--- src/rtl/muldiv_seq_ctrl_if.sv ---
// Pipeline-side handshake bundle for the multiply/divide sequencer.
// The slave modport is the sequencer; the master modport is the pipeline/divider side.
interface muldiv_seq_ctrl_if;
  logic i_flush;
  logic i_mult_req;
  logic i_div_req;
  logic i_divisor_zero;
  logic i_MEM_stall;
  logic i_div_done;
  logic o_div_start;
  logic o_div_abort;
  logic o_EXE_stall;
  logic o_EXE_MEM_ena;
  logic o_EXE_MEM_bubble;
  logic o_busy;
  logic o_div_timeout;

  modport slave (
    input  i_flush, i_mult_req, i_div_req, i_divisor_zero, i_MEM_stall, i_div_done,
    output o_div_start, o_div_abort, o_EXE_stall, o_EXE_MEM_ena, o_EXE_MEM_bubble,
           o_busy, o_div_timeout
  );

  modport master (
    output i_flush, i_mult_req, i_div_req, i_divisor_zero, i_MEM_stall, i_div_done,
    input  o_div_start, o_div_abort, o_EXE_stall, o_EXE_MEM_ena, o_EXE_MEM_bubble,
           o_busy, o_div_timeout
  );
endinterface

--- src/rtl/muldiv_seq_ctrl.sv ---
// Sequencer for the multi-cycle MULT/DIV units feeding the EXE/MEM register.
// Optional macro MULDIV_DIV0_FAST_EN: divide-by-zero skips the divider and completes after one stall cycle.
module muldiv_seq_ctrl #(
  parameter int unsigned MULT_LATENCY = 3,
  parameter int unsigned DIV_TIMEOUT  = 40
) (
  input logic              clk,
  input logic              reset,
  muldiv_seq_ctrl_if.slave bus
);

  typedef enum logic [1:0] {
    IDLE = 2'd0,
    MULT = 2'd1,
    DIV  = 2'd2,
    DONE = 2'd3
  } state_t;

  localparam logic [7:0] MULT_LOAD = 8'(MULT_LATENCY - 1);
  localparam logic [7:0] DIV_LOAD  = 8'(DIV_TIMEOUT - 1);

  state_t     state;
  logic [7:0] count;
  logic       busy_q;
  logic       timeout_q;

  logic       accept_div;
  logic       accept_mult;
  logic       div0_fast;
  logic       div_expire;
  logic       exe_stall;
  logic [7:0] count_dec;

  // Request acceptance is only possible from IDLE and never during a flush; DIV beats MULT.
  always_comb begin
    accept_div  = (state == IDLE) & bus.i_div_req & ~bus.i_flush;
    accept_mult = (state == IDLE) & bus.i_mult_req & ~bus.i_div_req & ~bus.i_flush;
    div_expire  = (state == DIV) & (count == 8'd0) & ~bus.i_div_done & ~bus.i_flush;
    count_dec   = (count == 8'd0) ? 8'd0 : count - 8'd1;
  end

`ifdef MULDIV_DIV0_FAST_EN
  assign div0_fast = accept_div & bus.i_divisor_zero;
`else
  logic unused_divisor_zero;
  assign unused_divisor_zero = bus.i_divisor_zero;
  assign div0_fast           = 1'b0;
`endif

  // The multiplier leaves MULT as its counter reaches zero; the divider is given
  // the full counter range including the zero cycle before it is declared timed out.
  always_ff @(posedge clk or posedge reset) begin
    if (reset) begin
      state     <= IDLE;
      count     <= 8'd0;
      busy_q    <= 1'b0;
      timeout_q <= 1'b0;
    end else if (bus.i_flush) begin
      state  <= IDLE;
      count  <= 8'd0;
      busy_q <= 1'b0;
    end else begin
      unique case (state)
        IDLE: begin
          if (div0_fast) begin
            state     <= DONE;
            count     <= 8'd0;
            busy_q    <= 1'b1;
            timeout_q <= 1'b0;
          end else if (accept_div) begin
            state     <= DIV;
            count     <= DIV_LOAD;
            busy_q    <= 1'b1;
            timeout_q <= 1'b0;
          end else if (accept_mult) begin
            state     <= (MULT_LATENCY <= 1) ? DONE : MULT;
            count     <= MULT_LOAD;
            busy_q    <= 1'b1;
            timeout_q <= 1'b0;
          end
        end
        MULT: begin
          count <= count_dec;
          if (count <= 8'd1) begin
            state <= DONE;
          end
        end
        DIV: begin
          count <= count_dec;
          if (bus.i_div_done) begin
            state <= DONE;
          end else if (count == 8'd0) begin
            state     <= DONE;
            timeout_q <= 1'b1;
          end
        end
        DONE: begin
          if (!bus.i_MEM_stall) begin
            state  <= IDLE;
            busy_q <= 1'b0;
          end
        end
      endcase
    end
  end

  // Stall starts combinationally on the request cycle so EXE never slips past an unaccepted op.
  assign exe_stall = ~reset & ~bus.i_flush &
                     (((state == IDLE) & (bus.i_mult_req | bus.i_div_req)) |
                      (state == MULT) | (state == DIV));

  assign bus.o_div_start      = ~reset & accept_div & ~div0_fast;
  assign bus.o_div_abort      = ~reset & (state == DIV) & (bus.i_flush | div_expire);
  assign bus.o_EXE_stall      = exe_stall;
  assign bus.o_EXE_MEM_ena    = reset | ~bus.i_MEM_stall;
  assign bus.o_EXE_MEM_bubble = exe_stall & ~bus.i_MEM_stall;
  assign bus.o_busy           = busy_q;
  assign bus.o_div_timeout    = timeout_q;

endmodule

--- src/flat_wrapper.sv ---
// flat-port wrapper written by rule: the top's interface ports become plain ports
module muldiv_seq_ctrl_flat 
#(
  parameter int unsigned MULT_LATENCY = 3,
  parameter int unsigned DIV_TIMEOUT  = 40
)
  (clk, reset, bus_i_flush, bus_i_mult_req, bus_i_div_req, bus_i_divisor_zero, bus_i_MEM_stall, bus_i_div_done, bus_o_div_start, bus_o_div_abort, bus_o_EXE_stall, bus_o_EXE_MEM_ena, bus_o_EXE_MEM_bubble, bus_o_busy, bus_o_div_timeout);
  muldiv_seq_ctrl_if bus_i ();
  input logic clk;
  input logic reset;
  input wire logic [$bits(bus_i.i_flush)-1:0] bus_i_flush;
  input wire logic [$bits(bus_i.i_mult_req)-1:0] bus_i_mult_req;
  input wire logic [$bits(bus_i.i_div_req)-1:0] bus_i_div_req;
  input wire logic [$bits(bus_i.i_divisor_zero)-1:0] bus_i_divisor_zero;
  input wire logic [$bits(bus_i.i_MEM_stall)-1:0] bus_i_MEM_stall;
  input wire logic [$bits(bus_i.i_div_done)-1:0] bus_i_div_done;
  output wire logic [$bits(bus_i.o_div_start)-1:0] bus_o_div_start;
  output wire logic [$bits(bus_i.o_div_abort)-1:0] bus_o_div_abort;
  output wire logic [$bits(bus_i.o_EXE_stall)-1:0] bus_o_EXE_stall;
  output wire logic [$bits(bus_i.o_EXE_MEM_ena)-1:0] bus_o_EXE_MEM_ena;
  output wire logic [$bits(bus_i.o_EXE_MEM_bubble)-1:0] bus_o_EXE_MEM_bubble;
  output wire logic [$bits(bus_i.o_busy)-1:0] bus_o_busy;
  output wire logic [$bits(bus_i.o_div_timeout)-1:0] bus_o_div_timeout;
  assign bus_i.i_flush = bus_i_flush;
  assign bus_i.i_mult_req = bus_i_mult_req;
  assign bus_i.i_div_req = bus_i_div_req;
  assign bus_i.i_divisor_zero = bus_i_divisor_zero;
  assign bus_i.i_MEM_stall = bus_i_MEM_stall;
  assign bus_i.i_div_done = bus_i_div_done;
  assign bus_o_div_start = bus_i.o_div_start;
  assign bus_o_div_abort = bus_i.o_div_abort;
  assign bus_o_EXE_stall = bus_i.o_EXE_stall;
  assign bus_o_EXE_MEM_ena = bus_i.o_EXE_MEM_ena;
  assign bus_o_EXE_MEM_bubble = bus_i.o_EXE_MEM_bubble;
  assign bus_o_busy = bus_i.o_busy;
  assign bus_o_div_timeout = bus_i.o_div_timeout;
  muldiv_seq_ctrl #(.MULT_LATENCY(MULT_LATENCY), .DIV_TIMEOUT(DIV_TIMEOUT)) u_core (.clk(clk), .reset(reset), .bus(bus_i));
endmodule
--- config.mk ---
export PLATFORM = sky130hd
export DESIGN_NAME = muldiv_seq_ctrl_flat
export DESIGN_NICKNAME = d
export VERILOG_FILES = /design/src/rtl/muldiv_seq_ctrl_if.sv /design/src/rtl/muldiv_seq_ctrl.sv /design/src/flat_wrapper.sv
export SDC_FILE = /design/constraint.sdc
export NUM_CORES = 1
export LEC_CHECK = 0
export ABC_AREA = 1
export CAP_MARGIN = 10
export CORE_UTILIZATION = 46
export CTS_BUF_LIST = sky130_fd_sc_hd__clkbuf_4
export DETAILED_ROUTE_END_ITERATION = 8
export DONT_BUFFER_PORTS = 1
export PLACE_DENSITY = 0.7
export SYNTH_ARGS = -nofsm -noshare
export SYNTH_HDL_FRONTEND = slang
export SYNTH_SLANG_ARGS = --single-unit
export TNS_END_PERCENT = 50
--- constraint.sdc ---
create_clock -name clk -period 1.5 [get_ports clk]
set_input_delay 0.3 -clock clk [delete_from_list [all_inputs] [get_ports clk]]
set_output_delay 0.3 -clock clk [all_outputs]
set_load 0.02 [all_outputs]
==> results of run 1 <==
==> cell usage after synthesis, drive strengths merged <==
| cell type | instances | area share [%] |
|---|---|---|
| a21oi | 6 | 3.0 |
| a22oi | 1 | 0.75 |
| a31oi | 1 | 0.63 |
| and2 | 1 | 0.63 |
| dfrtp | 12 | 30 |
| ha | 7 | 8.8 |
| inv | 34 | 13 |
| nand2 | 42 | 18 |
| nand3 | 9 | 4.5 |
| nand4 | 3 | 1.9 |
| nor2 | 27 | 12 |
| nor3 | 2 | 1.0 |
| o21ai | 9 | 5.3 |
| xor2 | 1 | 0.88 |
==> layout make-up <==
| type | count | share of cell area, % |
|---|---|---|
| inverters | 34 | 9.43 |
| multi-input cells | 109 | 50.0 |
| well taps | 27 | 2.38 |
| flip-flops and latches | 12 | 21.1 |
| clock buffers | 3 | 1.59 |
| repair buffers | 27 | 15.5 |
==> cell families (layout without fill, tap and decap cells) <==
logic type / after synthesis / after routing / synth area share, %
AND/OR/NAND/NOR: 84 / 84 / 37.9
XOR/XNOR: 1 / 1 / 0.876
adder cells (fa/ha/maj): 7 / 7 / 8.76
flip-flops: 12 / 12 / 30.0
AO/OA/AOI/OAI: 17 / 17 / 9.64
buffers and inverters: 34 / 64 / 12.8
==> metal layers <==
metal	wire length [um]	up-vias
met5	0	-
met4	10	0
met3	79	2
met2	1280	15
met1	1270	513
li1	-	544
==> flip-flops by register name, summed over array words and instances, names as in the netlist <==
register / count
u_core.count: 8
u_core.state: 2
u_core.bus.o_busy: 1
u_core.bus.o_div_timeout: 1
==> power by group through the flow <==
stage	clock network (W)	logic [W]	registers [W]
5_1_grt	0.000222	0.00238	0.000556
4_1_cts	0.000212	0.00187	0.000540
3_5_place_dp	0	0.00159	0.000560
6_report	0.000208	0.00216	0.000544
3_3_place_gp	0	0.00154	0.000555
2_1_floorplan	0	0.00120	0.000545
==> timing repair <==
| item | in CTS | in global routing |
|---|---|---|
| gates resized for setup | 11 | 21 |
| endpoints found under the hold margin | 12 | 0 |
| hold buffers | 1 | 0 |
| pin swaps | 4 | 5 |
| setup endpoints to repair | 4 | 14 |
| setup buffers | 9 | 5 |
==> worst paths after layout <==
path / endpoint / slack [ns] / depth (start not counted)
setup / recovery: bus_o_EXE_MEM_bubble / -0.24 / 5
hold / removal: u_core.bus.o_div_timeout$_DFFE_PP0P_ / 0.23 / 3
min in group asynchronous: u_core.bus.o_div_timeout$_DFFE_PP0P_ / 0.36 / 2
hold reg to reg: u_core.count[7]$_DFFE_PP0P_ / 0.50 / 2
setup reg to reg: u_core.count[6]$_DFFE_PP0P_ / -0.05 / 11
max in group asynchronous: u_core.count[7]$_DFFE_PP0P_ / 0.78 / 3
==> through the flow <==
step	setup WS, ns	total power (W)	std cells
2_1_floorplan	0.00951	0.00174	155
4_1_cts	-0.207	0.00262	207
3_3_place_gp	0.0589	0.00209	194
6_report	-0.243	0.00291	212
5_1_grt	-0.311	0.00316	212
3_5_place_dp	0.0108	0.00215	194
==> placed cells by master (no fill, tap or decap), drive strengths merged <==
cell type / Yosys / routed
dlygate4sd3: 0 / 1
nor3: 2 / 2
nand4: 3 / 3
xor2: 1 / 1
buf: 0 / 26
clkinvlp: 0 / 1
and2: 1 / 1
nand2: 42 / 42
dfrtp: 12 / 12
nor2: 27 / 27
clkbuf: 0 / 3
nand3: 9 / 9
o21ai: 9 / 9
a21oi: 6 / 6
inv: 34 / 33
a31oi: 1 / 1
ha: 7 / 7
a22oi: 1 / 1
==> worst min-delay path: cells and delay by family <==
| family | cells | cell delay [ns] |
|---|---|---|
| AO/OA/AOI/OAI | 2 | 0.09 |
| AND/OR/NAND/NOR | 1 | 0.07 |
==> PnR_summary.wiki, run 1 <==
{| class="wikitable"
! Metric !! Value
|-
| RSZ-0062 raised after global routing || yes
|-
| Max-slew headroom at the worst pin || 85.2%
|-
| Number of setup violations in the final report || 7
|-
| Clock latency at the later pin of the worst-skew pair || 0.27 ns
|-
| Routability Congestion || 0.828
|-
| Highest clock frequency the design can meet || 0.574 GHz
|-
| Type of origin of the critical path || flip-flop
|-
| Detailed-routing iteration count for the pre-antenna-repair pass || 4
|-
| Routing layer with the top usage in global route || met2
|-
| TritonCTS clock tree || built
|-
| Violations in the final reports || negative setup slack
|-
| Ports placed on the boundary || 15
|-
| Detailed-route wire length || 2640 um
|-
| Total routing resource utilization after global routing || 22.9%
|-
| Portion of the post-synthesis area used by sequential elements || 30.0%
|-
| Antenna fix cells || 0
|-
| Power Dens Cells || 2050 nW/um2
|-
| Hold violation total from the final report || 0
|-
| Worst endpoint required time || 1.20 ns
|-
| Residual DRC count || 0
|-
| Number of buffers between clock root and the deepest sink || 2
|-
| Critical Setup Path Class || reg2out
|-
| Yosys warning total || 0
|-
| Met2 track utilization from global routing || 41.0%
|-
| Met1 GRT Util || 29.5%
|-
| Number of antenna violations at the first check in global routing || 0
|-
| Total Negative Setup Slacks || -0.941 ns
|-
| Switching share of power || 48.6%
|-
| Utilization after layout || 70.9%
|-
| Remaining global-route overflow || 0
|-
| Max-capacitance violation count || 0
|-
| Cell type of the slowest stage on the worst timing path || sky130_fd_sc_hd__dfrtp_1
|-
| Clock slew seen by the registers of the worst setup and hold paths || ~0.08 ns
|-
| Slew of the pin with the lowest slew margin || 0.221 ns
|-
| P_int || 0.00150 W
|-
| Netlist Area Pre-Place || 1000 um2
|-
| Die outline area || 2360 um2
|-
| Number of input and output port buffers inserted || 0
|-
| Period utilization || 116%
|-
| Combinational cell fraction of total power || 74.2%
|-
| Final Net Count || 202
|-
| Number of distinct standard cells referenced by the synthesized netlist || 21
|-
| Reported net switching power || around 0.0014 W
|-
| Post-route design area || roughly 1400 um2
|-
| Sequential cell fraction of total power || 18.7%
|-
| Root Driver || sky130_fd_sc_hd__clkbuf_4
|-
| Time the worst path needs with I/O delays and setup || 1.74 ns
|-
| Area of combinational cells with multiple inputs || a little over 700 um2
|-
| Syn_nets || 170
|-
| Std cell rows || 16
|-
| Post-detailed-route via-to-cell ratio || 5.07
|-
| Clock sink count || 12
|-
| Cells along the critical path || inv_2 -> ha_4 -> o21ai_4 -> a31oi_4 -> and2_4
|-
| Post-DR wirelength/cell || between 10 and 15 um
|-
| Average cell area after synthesis || 6.45 um2
|-
| Die outline width || 48.6 um
|-
| Worst setup startpoint || u_core.state[0]$_DFFE_PP0P_
|-
| Core area || roughly 2000 um2
|-
| Final HPWL DP || 1820 um
|-
| Via count || 1074
|-
| Syn Inst Count || between 150 and 200
|-
| Max FO, Critical Path || 3
|-
| Arrival @ worst endpoint || about 1.4 ns
|-
| Launch point of the worst hold path || bus_i_flush
|-
| Worst hold margin || 0.228 ns
|-
| Clock power frac || 7.1%
|-
| Layout Area Growth over Synthesis || 42.1%
|-
| Max Transition Viols Final || 0
|-
| Number of fillers in the final layout || between 150 and 200
|-
| Fraction of layout instances using a drive strength above 1 || between 40% and 50%
|-
| Initial DRC Count || 21
|-
| Kind of end point of the critical path || output port
|-
| Wire length of the first global-routing pass || about 4200 um
|-
| Flop and latch count out of synthesis || 12
|-
| Final critical-path setup slack || -0.243 ns
|-
| Overall die height || 48.6 um
|-
| Worst stage delay on the critical path || 0.43 ns
|-
| Post-DRT Antenna Nets || 0
|-
| Clk_skew || between 0.0015 and 0.002 ns
|-
| Met3 routing resource usage after global routing || 2.52%
|-
| Pin count of the biggest net entering global routing || 12
|-
| Number of global-route vias before repair || 1009
|-
| Worst Path Buf+Inv || 1
|-
| Worst hold path class || in2reg
|-
| Reg2Reg Launch Point || u_core.state[0]$_DFFE_PP0P_
|-
| Number of buffers inserted during clock tree synthesis || 3
|-
| Initial cell density of the core || 49.9%
|-
| Leakage power of the design || 0.735 nW
|-
| Result of the run || complete, but fails checks
|-
| Placed instance area || 1180 um2
|-
| CTS HTree Levels || 1
|-
| Flip-flop and latch area || 300 um2
|-
| VDD IR max || ~0.0012 V
|-
| Cell type group with the largest total delay on the critical path || flip-flops
|}
Power figures use the tool's default switching activity.
==> run 2: changes to the inputs <==
--- a/config.mk
+++ b/config.mk
@@ -6,12 +6,10 @@
 export NUM_CORES = 1
 export LEC_CHECK = 0
 export ABC_AREA = 1
-export CAP_MARGIN = 10
 export CORE_UTILIZATION = 46
 export CTS_BUF_LIST = sky130_fd_sc_hd__clkbuf_4
 export DETAILED_ROUTE_END_ITERATION = 8
 export DONT_BUFFER_PORTS = 1
-export PLACE_DENSITY = 0.7
 export SYNTH_ARGS = -nofsm -noshare
 export SYNTH_HDL_FRONTEND = slang
 export SYNTH_SLANG_ARGS = --single-unit
==> run 2 against run 1 <==
Effect of this change:
- the run still ends with negative setup slack left
- total power shrank 2.7%
- design area down 0.70%
- global-route usage is 0.26 points higher
- sequential power barely moved
- routed wire length shrank 4.3%
==> PnR_summary.wiki, run 2 (same netlist as run 1, synthesis figures left out) <==
{| class="wikitable"
! Metric !! Value
|-
| VDD IR max || between 0.001 and 0.0015 V
|-
| Std cell rows || 16
|-
| Final HPWL DP || 1910 um
|-
| Core area || approximately 2000 um2
|-
| Arrival @ worst endpoint || 1.39 ns
|-
| Final Instance Count excl. Fillers || 213
|-
| Initial cell density of the core || 49.9%
|-
| Die outline area || 2360 um2
|-
| Post-route design area || 1410 um2
|-
| Total routing resource utilization after global routing || 23.1%
|-
| Type of origin of the critical path || flip-flop
|-
| Commonest non-fill, non-tap cell in the layout || sky130_fd_sc_hd__nand2_1
|-
| Layout Area Growth over Synthesis || 41.1%
|-
| Power Dens Cells || 2010 nW/um2
|-
| Register with the most flip-flops || u_core.count
|-
| Time the worst path needs with I/O delays and setup || 1.69 ns
|-
| Highest clock frequency the design can meet || 0.592 GHz
|-
| Via count || 1035
|-
| Pin count of the biggest net entering global routing || 9
|-
| Max-capacitance violation count || 0
|-
| Worst hold path class || in2reg
|-
| Kind of end point of the critical path || output port
|-
| Placed instance area || 1180 um2
|-
| Post-DRT Antenna Nets || 0
|-
| Worst hold margin || roughly 0.26 ns
|-
| Initial DRC Count || 10
|-
| Clock latency at the later pin of the worst-skew pair || 0.27 ns
|-
| Highest-count cells in the layout ignoring fill and taps || sky130_fd_sc_hd__nand2_1 (34), sky130_fd_sc_hd__buf_4 (23), sky130_fd_sc_hd__inv_1 (19)
|-
| Ports placed on the boundary || 15
|-
| Remaining global-route overflow || 0
|-
| Slew of the pin with the lowest slew margin || 0.353 ns
|-
| TritonCTS clock tree || built
|-
| Period utilization || 113%
|-
| Flip-flop and latch area || 302 um2
|-
| Fraction of layout instances using a drive strength above 1 || 40.9%
|-
| Root Driver || sky130_fd_sc_hd__clkbuf_4
|-
| Routability Congestion || between 0.8 and 0.9
|-
| CTS HTree Levels || 1
|-
| Number of setup violations in the final report || 8
|-
| Violations in the final reports || negative setup slack
|-
| Number of antenna violations at the first check in global routing || 0
|-
| Post-DR wirelength/cell || 11.9 um
|-
| Final Net Count || a little over 200
|-
| Hold violation total from the final report || 0
|-
| Final critical-path setup slack || -0.189 ns
|-
| Number of buffers inserted during clock tree synthesis || 3
|-
| Number of global-route vias before repair || ~1000
|-
| Regs by FF count || u_core.count x8, u_core.state x2
|-
| Residual DRC count || 0
|-
| Overall die height || 48.6 um
|-
| Antenna fix cells || 0
|-
| Number of input and output port buffers inserted || 0
|-
| Detailed-routing iteration count for the pre-antenna-repair pass || 4
|-
| Wire length of the first global-routing pass || 4200 um
|-
| Design Power || 0.00283 W
|-
| Max Transition Viols Final || 0
|-
| Slack of the worst reg-to-reg path || -0.12 ns
|-
| Detailed-route wire length || 2530 um
|-
| Result of the run || complete, but fails checks
|-
| Post-Place Cells || about 190
|-
| Critical Setup Path Class || reg2out
|-
| Clock sink count || 12
|-
| Max FO, Critical Path || 2
|-
| Post-detailed-route via-to-cell ratio || 4.86
|-
| Die outline width || roughly 49 um
|-
| Worst endpoint required time || 1.20 ns
|-
| Area of combinational cells with multiple inputs || 699 um2
|-
| Max-slew headroom at the worst pin || between 70% and 80%
|-
| Max reg flops || 8
|-
| Leakage power of the design || approximately 0.73 nW
|-
| Number of buffers between clock root and the deepest sink || 2
|-
| RSZ-0062 raised after global routing || yes
|-
| Clk_skew || 0.00482 ns
|-
| Number of fillers in the final layout || 176
|-
| Clock slew seen by the registers of the worst setup and hold paths || 0.08 ns
|}
==> run 2: layout make-up <==
cell class	count	area share, %
Sequential cell	12	21.4
Clock inverter	1	0.266
Tap cell	27	2.40
Multi-Input combinational cell	109	49.6
Clock buffer	3	1.60
Timing Repair Buffer	27	15.3
Inverter	34	9.49
==> run 2: metrics by stage <==
stage | utilization [%] | TNS [ns] | setup slack, ns
6_report | 70.4 | -0.920 | -0.189
5_1_grt | 70.4 | -1.83 | -0.295
3_3_place_gp | 58.8 | 0 | 0.00787
2_1_floorplan | - | 0 | 0.00951
3_5_place_dp | 58.8 | -0.0479 | -0.0282
4_1_cts | 66.4 | -0.681 | -0.212
==> run 2: per-layer routing <==
layer / wire length (um) / track usage (%) / part of all wire [%]
met1: 1130 / 26.7 / 45
met2: 1320 / 43.3 / 52
met3: 64 / 4.09 / 2.5
met4: 14 / 5.88 / 0.55
met5: 0 / 0 / 0
==> run 2: worst max-delay path: stages (launching register included) <==
cell and delay (ns):
sky130_fd_sc_hd__dfrtp_1 0.39, sky130_fd_sc_hd__inv_2 0.09, sky130_fd_sc_hd__ha_4 0.13, sky130_fd_sc_hd__inv_2 0.03, sky130_fd_sc_hd__nor2_2 0.07, sky130_fd_sc_hd__nand2_2 0.07, sky130_fd_sc_hd__inv_2 0.07, sky130_fd_sc_hd__nand2_2 0.06
sky130_fd_sc_hd__a21oi_4 0.21
==> run 2: worst paths after layout <==
check / startpoint / to / depth (start not counted)
min in group asynchronous: reset / u_core.count[1]$_DFFE_PP0P_ / 2
worst max register to register: u_core.count[1]$_DFFE_PP0P_ / u_core.state[1]$_DFFE_PP0P_ / 11
max in group asynchronous: reset / u_core.state[1]$_DFFE_PP0P_ / 3
worst min-delay path: bus_i_flush / u_core.bus.o_div_timeout$_DFFE_PP0P_ / 3
worst min register to register: u_core.state[1]$_DFFE_PP0P_ / u_core.state[1]$_DFFE_PP0P_ / 2
worst max-delay path: u_core.count[1]$_DFFE_PP0P_ / bus_o_div_abort / 8
==> run 2: repair_timing <==
item	4_1_cts	5_1_grt
hold buffers	2	0
gates resized for setup	13	16
pin swaps	8	11
buffers inserted	8	5
hold endpoints to repair	4	0
endpoints found under the setup margin	7	14
==> run 2: where the power goes <==
group	switching, W	internal [W]
logic	0.00116	0.000936
registers	0.000105	0.000439
clock network	0.000102	0.0000961
